<file path="src/rtl/nvram_ctrl.sv">
// nvram_ctrl: single-outstanding valid/ready initiator for one NVR_TOP macro, including the POR power-up pulse
//   clk_i, rst_ni                  clock, asynchronous active-low reset
//   req_valid_i/req_ready_o        core request handshake; req_we_i, req_addr_i, req_wdata_i describe the access
//   rsp_valid_o/rsp_rdata_o/rsp_err_o  one-cycle response pulse, read data, RDY timeout flag
//   init_done_o/init_err_o         POR sequence finished / RDY never rose after POR (sticky)
//   nvr_a_o/nvr_din_o/nvr_ce_o/nvr_we_o/nvr_por_o/nvr_hs_o/nvr_hr_o  macro address, data and strobes
//   nvr_dout_i/nvr_rdy_i           macro read data and asynchronous ready
module nvram_ctrl #(
  parameter int ADDR_W      = 7,
  parameter int DATA_W      = 32,
  parameter int SETUP_CYC   = 2,
  parameter int CE_CYC      = 1,
  parameter int HOLD_CYC    = 7,
  parameter int POR_CYC     = 10,
  parameter int TIMEOUT_CYC = 255
) (
  input  logic              clk_i,
  input  logic              rst_ni,
  input  logic              req_valid_i,
  output logic              req_ready_o,
  input  logic              req_we_i,
  input  logic [ADDR_W-1:0] req_addr_i,
  input  logic [DATA_W-1:0] req_wdata_i,
  output logic              rsp_valid_o,
  output logic [DATA_W-1:0] rsp_rdata_o,
  output logic              rsp_err_o,
  output logic              init_done_o,
  output logic              init_err_o,
  output logic [ADDR_W-1:0] nvr_a_o,
  output logic [DATA_W-1:0] nvr_din_o,
  output logic              nvr_ce_o,
  output logic              nvr_we_o,
  output logic              nvr_por_o,
  output logic              nvr_hs_o,
  output logic              nvr_hr_o,
  input  logic [DATA_W-1:0] nvr_dout_i,
  input  logic              nvr_rdy_i
);
  typedef enum logic [3:0] {POR_HI, POR_WAIT, IDLE, SETUP, STROBE, HOLD, ACK, DONE, RESP} state_e;
  state_e            state_q, state_d;
  logic [7:0]        cnt_q, cnt_d, tmo_q, tmo_d;
  logic [1:0]        sync_q;
  logic              rdy_s;
  logic [ADDR_W-1:0] a_q, a_d;
  logic [DATA_W-1:0] din_q, din_d, rdata_q, rdata_d;
  logic              we_q, we_d, ce_q, ce_d, por_q, por_d, err_q, err_d, done_q, done_d, ierr_q, ierr_d;
  assign rdy_s       = sync_q[1];
  assign req_ready_o = (state_q == IDLE) && done_q;
  assign rsp_valid_o = state_q == RESP;
  assign rsp_rdata_o = rdata_q;
  assign rsp_err_o   = err_q;
  assign init_done_o = done_q;
  assign init_err_o  = ierr_q;
  assign nvr_a_o     = a_q;
  assign nvr_din_o   = din_q;
  assign nvr_ce_o    = ce_q;
  assign nvr_we_o    = we_q;
  assign nvr_por_o   = por_q;
  assign nvr_hs_o    = 1'b0;
  assign nvr_hr_o    = 1'b0;
  always_ff @(posedge clk_i or negedge rst_ni) begin
    if (!rst_ni) begin
      state_q <= POR_HI;
      cnt_q   <= '0;
      tmo_q   <= '0;
      sync_q  <= '0;
      a_q     <= '0;
      din_q   <= '0;
      rdata_q <= '0;
      we_q    <= 1'b0;
      ce_q    <= 1'b0;
      por_q   <= 1'b0;
      err_q   <= 1'b0;
      done_q  <= 1'b0;
      ierr_q  <= 1'b0;
    end else begin
      state_q <= state_d;
      cnt_q   <= cnt_d;
      tmo_q   <= tmo_d;
      sync_q  <= {sync_q[0], nvr_rdy_i};
      a_q     <= a_d;
      din_q   <= din_d;
      rdata_q <= rdata_d;
      we_q    <= we_d;
      ce_q    <= ce_d;
      por_q   <= por_d;
      err_q   <= err_d;
      done_q  <= done_d;
      ierr_q  <= ierr_d;
    end
  end
  always_comb begin
    state_d = state_q;
    cnt_d   = cnt_q + 8'd1;
    tmo_d   = tmo_q;
    a_d     = a_q;
    din_d   = din_q;
    rdata_d = rdata_q;
    we_d    = we_q;
    err_d   = err_q;
    done_d  = done_q;
    ierr_d  = ierr_q;
    case (state_q)
      // por_q lags state by one edge, so POR_HI lasts one extra count to give POR_CYC high cycles
      POR_HI:   if (cnt_q == 8'(POR_CYC)) state_d = POR_WAIT;
      POR_WAIT: begin
        if (rdy_s || cnt_q == 8'(TIMEOUT_CYC - 1)) begin
          state_d = IDLE;
          done_d  = 1'b1;
          ierr_d  = !rdy_s;
        end
      end
      IDLE: begin
        if (req_valid_i && req_ready_o) begin
          state_d = SETUP;
          a_d     = req_addr_i;
          din_d   = req_wdata_i;
          we_d    = req_we_i;
          tmo_d   = '0;
        end
      end
      SETUP:  if (cnt_q == 8'(SETUP_CYC - 1)) state_d = STROBE;
      STROBE: if (cnt_q == 8'(CE_CYC - 1)) state_d = (we_q && HOLD_CYC > 0) ? HOLD : ACK;
      HOLD:   if (cnt_q == 8'(HOLD_CYC - 1)) state_d = ACK;
      ACK, DONE: begin
        tmo_d = tmo_q + 8'd1;
        // a completed handshake wins over a timeout landing on the same cycle
        if (state_q == ACK && !rdy_s) begin
          state_d = DONE;
        end else if (state_q == DONE && rdy_s) begin
          state_d = RESP;
          rdata_d = we_q ? '0 : nvr_dout_i;
          err_d   = 1'b0;
        end else if (tmo_q == 8'(TIMEOUT_CYC - 1)) begin
          state_d = RESP;
          rdata_d = '0;
          err_d   = 1'b1;
        end
      end
      RESP:    state_d = IDLE;
      default: state_d = POR_HI;
    endcase
    if (state_d != state_q) cnt_d = '0;
    if (state_d == RESP) we_d = 1'b0;
    ce_d  = state_d == STROBE;
    por_d = state_d == POR_HI;
  end
endmodule
</file>
<file path="config.mk">
export PLATFORM = sky130hd
export DESIGN_NAME = nvram_ctrl
export DESIGN_NICKNAME = d
export VERILOG_FILES = /design/src/rtl/nvram_ctrl.sv
export SDC_FILE = /design/constraint.sdc
export NUM_CORES = 1
export LEC_CHECK = 0
export BUFFER_PORTS_ARGS = -buffer_cell sky130_fd_sc_hd__buf_4
export CAP_MARGIN = 10
export CELL_PAD_IN_SITES_DETAIL_PLACEMENT = 0
export CELL_PAD_IN_SITES_GLOBAL_PLACEMENT = 2
export CORE_UTILIZATION = 31
export CTS_CLUSTER_SIZE = 24
export DETAILED_ROUTE_END_ITERATION = 10
export PLACE_DENSITY_LB_ADDON = 0.1
export SLEW_MARGIN = 10
export SYNTH_ARGS = -nofsm -noshare
export SYNTH_HDL_FRONTEND = slang
export SYNTH_SLANG_ARGS = --single-unit
export TNS_END_PERCENT = 1
</file>
<file path="constraint.sdc">
create_clock -name clk_i -period 5.15 [get_ports clk_i]
set_clock_uncertainty 0.05 [all_clocks]
set_input_delay 1.03 -clock clk_i [delete_from_list [all_inputs] [get_ports clk_i]]
set_output_delay 1.03 -clock clk_i [all_outputs]
set_load 0.01 [all_outputs]
</file>
==> results.md <==
- Post-CTS setup buffers: 0
- Final Hold Viols: 0
- Setup violators final: 0
- Synth warn: 0
- CP Data Required Time: about 4000 ps
- Via count: 3429
- Fraction of power consumed by the clock network: 21.4%
- Clock root buffer: clkbuf_16
- Worst Max-Slew Pin Slew: roughly 820 ps
- Antenna cell count: 0
- Bufs on Longest Clock Path: 2
- Cells on worst reg2reg path: 8
- CTS resizes: 0
- Register area share after synthesis: between 50% and 60%
- Most common cell after layout, fill and taps aside: buf_4
- Worst-Skew Late Latency: roughly 350 ps
- Ys async rst share: 100%
- Largest net degree at the start of global routing: 63
- Hold Path Stages: 0
- FF-to-FF setup slack: ~2700 ps
- Setup TNS: 0 ps
- Post-CTS Hold Buffers: 0
- RR Startpoint: cnt_q[0]
- Wirelength per Cell: 14.9 µm
- Tot GR Track Use: about 17%
- Sink of the worst hold path: sync_q[1]
- Vias in the first global route: about 3600
- Via density: between 4 and 5
- H-tree levels: 3
- Count of buffers from port buffering: approximately 150
- Synth Area in XOR/XNOR: about 2.1%
- Placed Area: 5460 µm²
- Int Power: 1.91 mW
- Io pins: 157
- RSZ-0062 raised after global routing: false
- Peak supply drop: ~0.25 mV
- Tcrit/Tclk final: 54.2%
- Final min period: 2790 ps
- Compound-gate portion of the synthesized area: approximately 11%
- Most frequent cells in the layout: buf_4, nand2_1, dfrtp_1
- EDFF count, synth: 0
- Post-Synth Adder-Cell Area: under 10%
- Critical Path Sink Type: output pin
- Chip Width: 118 µm
- Global-route wire length before repair: 18.2 mm
- Worst setup SP type: flip-flop
- Synth unique cells: 39
- Hold_sp: sync_q[0]
- Total power: between 2 and 3 mW
- Crit-path slowest cell: dfrtp_1
- Gpl congestion: between 0.7 and 0.8
- Top FF cell, synth: dfrtp_1
- Post-synthesis simple-gate area fraction: 21.8%
- Clk pin slew, worst setup/hold paths: 70 ps
- Critical path fanouts, max: 12
- Max-Cap Viols: 0
- Final WL: between 10 and 15 mm
- Area delta synth->final: 38.5%
- Fraction of power spent switching nets: 35.6%
- Outcome: finished, final reports clean
- Total CTS buffers: 9
- Worst slew margin: between 40% and 50%
- Comb pwr share: 37.1%
- Mean area per synthesized cell: 10.1 µm²
- FF+latch count, synth: 99
- CTS tree: yes
- Synth Cell Area: between 4000 and 5000 µm²
- Mapped Cells: around 410
- TritonCTS Sinks: 99
- Post-synthesis mux area share: 0%
- CP peak stage delay: 560 ps
- CP Class: flip-flop to output pin
- Router iterations before antenna repair: 4
- Starting Density: roughly 32%
- Design area: 5750 µm²
- Die area: around 14000 µm²
- RR Endpoint: nvr_ce_o
- DR iter-0 viols: about 140
- Min-Delay Path Class: flip-flop to flip-flop
- Pleak: between 2 and 3 nW
- Combinational family with the most area after synthesis: simple AND/OR/NAND/NOR gates
- Rows: about 40
- Seq pwr share: 41.5%
- PD cells: 516 nW/µm²
- Drt drc: 0
- Slew Limit Fails: 0
- CP Cell Sequence: nor3b_1, and3_1, buf_4
- Switching power: 1.06 mW
- Post-DP HPWL: 7.54 mm
- GR Overflow Total: 0
- Final core utilization: 44.8%
- Share of cells above drive strength 1: 32.0%
- Die height: about 120 µm
- Initial antenna violation count: 0
- Final net count: around 640
- Arrival time at the worst endpoint: 1710 ps
- Fmax: roughly 360 MHz
- Core Region: roughly 13000 µm²
- Post-DRT Antenna Nets: 0
## cells by family after synthesis
group                    after synthesis
AO/OA/AOI/OAI                         64
XOR/XNOR                               9
adder cells (fa/ha/maj)                6
buffers and inverters                 32
flip-flops                            99
other                                  1
AND/OR/NAND/NOR                      201
## Yosys cell counts, types with 2 or more instances
master / count / share of area (%)
and2_1: 2 / 0.30
nor3_1: 10 / 1.2
nand3_1: 9 / 1.1
ha_1: 6 / 1.8
a21oi_1: 9 / 1.1
nor4bb_1: 2 / 0.48
a31oi_1: 4 / 0.60
nor2_1: 13 / 1.2
o21ai_0: 13 / 1.6
nor4_1: 3 / 0.45
xor2_1: 6 / 1.3
dfrtp_1: 99 / 60
nor3b_1: 3 / 0.54
a22o_1: 32 / 6.8
nor2b_1: 3 / 0.45
buf_2: 2 / 0.24
clkbuf_1: 20 / 1.8
nand2_1: 133 / 12
nand2b_1: 2 / 0.30
nand3b_1: 2 / 0.36
xnor2_1: 2 / 0.42
buf_4: 2 / 0.36
nand4_1: 8 / 1.2
inv_1: 8 / 0.72
and3_1: 3 / 0.45
and4_1: 3 / 0.63
## critical path, delay by kind of cell (launching register included)
family                 cells  cell delay (ps)
DFF                        1              560
and+or+nand+nor            2              670
buffers and inverters      1              130
## metal layers
| metal | GRT usage [%] | wire (µm) | vias up |
|---|---|---|---|
| li1 | - | - | 1682 |
| met5 | 0 | 0 | - |
| met3 | 8.24 | 1000 | 17 |
| met4 | 5.29 | 171 | 0 |
| met1 | 20.8 | 4780 | 1622 |
| met2 | 25.3 | 5000 | 108 |
## state kept, by name, summed over array words and instances (netlist names)
signal	cells
nvr_por_o	1
rsp_err_o	1
cnt_q	8
init_err_o	1
rsp_rdata_o	32
nvr_a_o	7
init_done_o	1
sync_q	2
state_q	4
nvr_ce_o	1
nvr_din_o	32
nvr_we_o	1
tmo_q	8
## layout make-up
type | count | area, µm²
clock inverters | 5 | 37.5
flip-flops and latches | 99 | 2480
inverters | 8 | 30.0
multi-input cells | 282 | 1550
clock buffers | 10 | 239
fillers | 1295 | 7080
repair buffers | 159 | 1200
well taps | 172 | 215
## power by group through the flow
stage	Combinational, mW	Clock (mW)	Sequential (mW)
final	1.10	0.634	1.23
after global routing	1.23	0.696	1.27
after CTS	1.12	0.669	1.23
after detailed placement	1.12	0	1.24
after global placement	1.12	0	1.24
after floorplan	0.515	0	1.28
## worst max-delay path by stage
stage	slack (ps)	from	to
after floorplan	2910	req_valid_i	cnt_q[3]
after global placement	2480	state_q[3]	rsp_rdata_o[21]
after detailed placement	2430	tmo_q[0]	rsp_rdata_o[12]
after CTS	2330	state_q[1]	req_ready_o
after global routing	2230	state_q[1]	req_ready_o
final	2360	state_q[1]	req_ready_o
## metrics by stage
step	cells	setup WS [ps]	hold WS (ps)
global placement	719	2480	284
floorplan	413	2910	281
finish	735	2360	302
detailed placement	719	2430	290
CTS	734	2330	307
global route	735	2230	311
No activity file was read; power rests on OpenSTA's default activity.
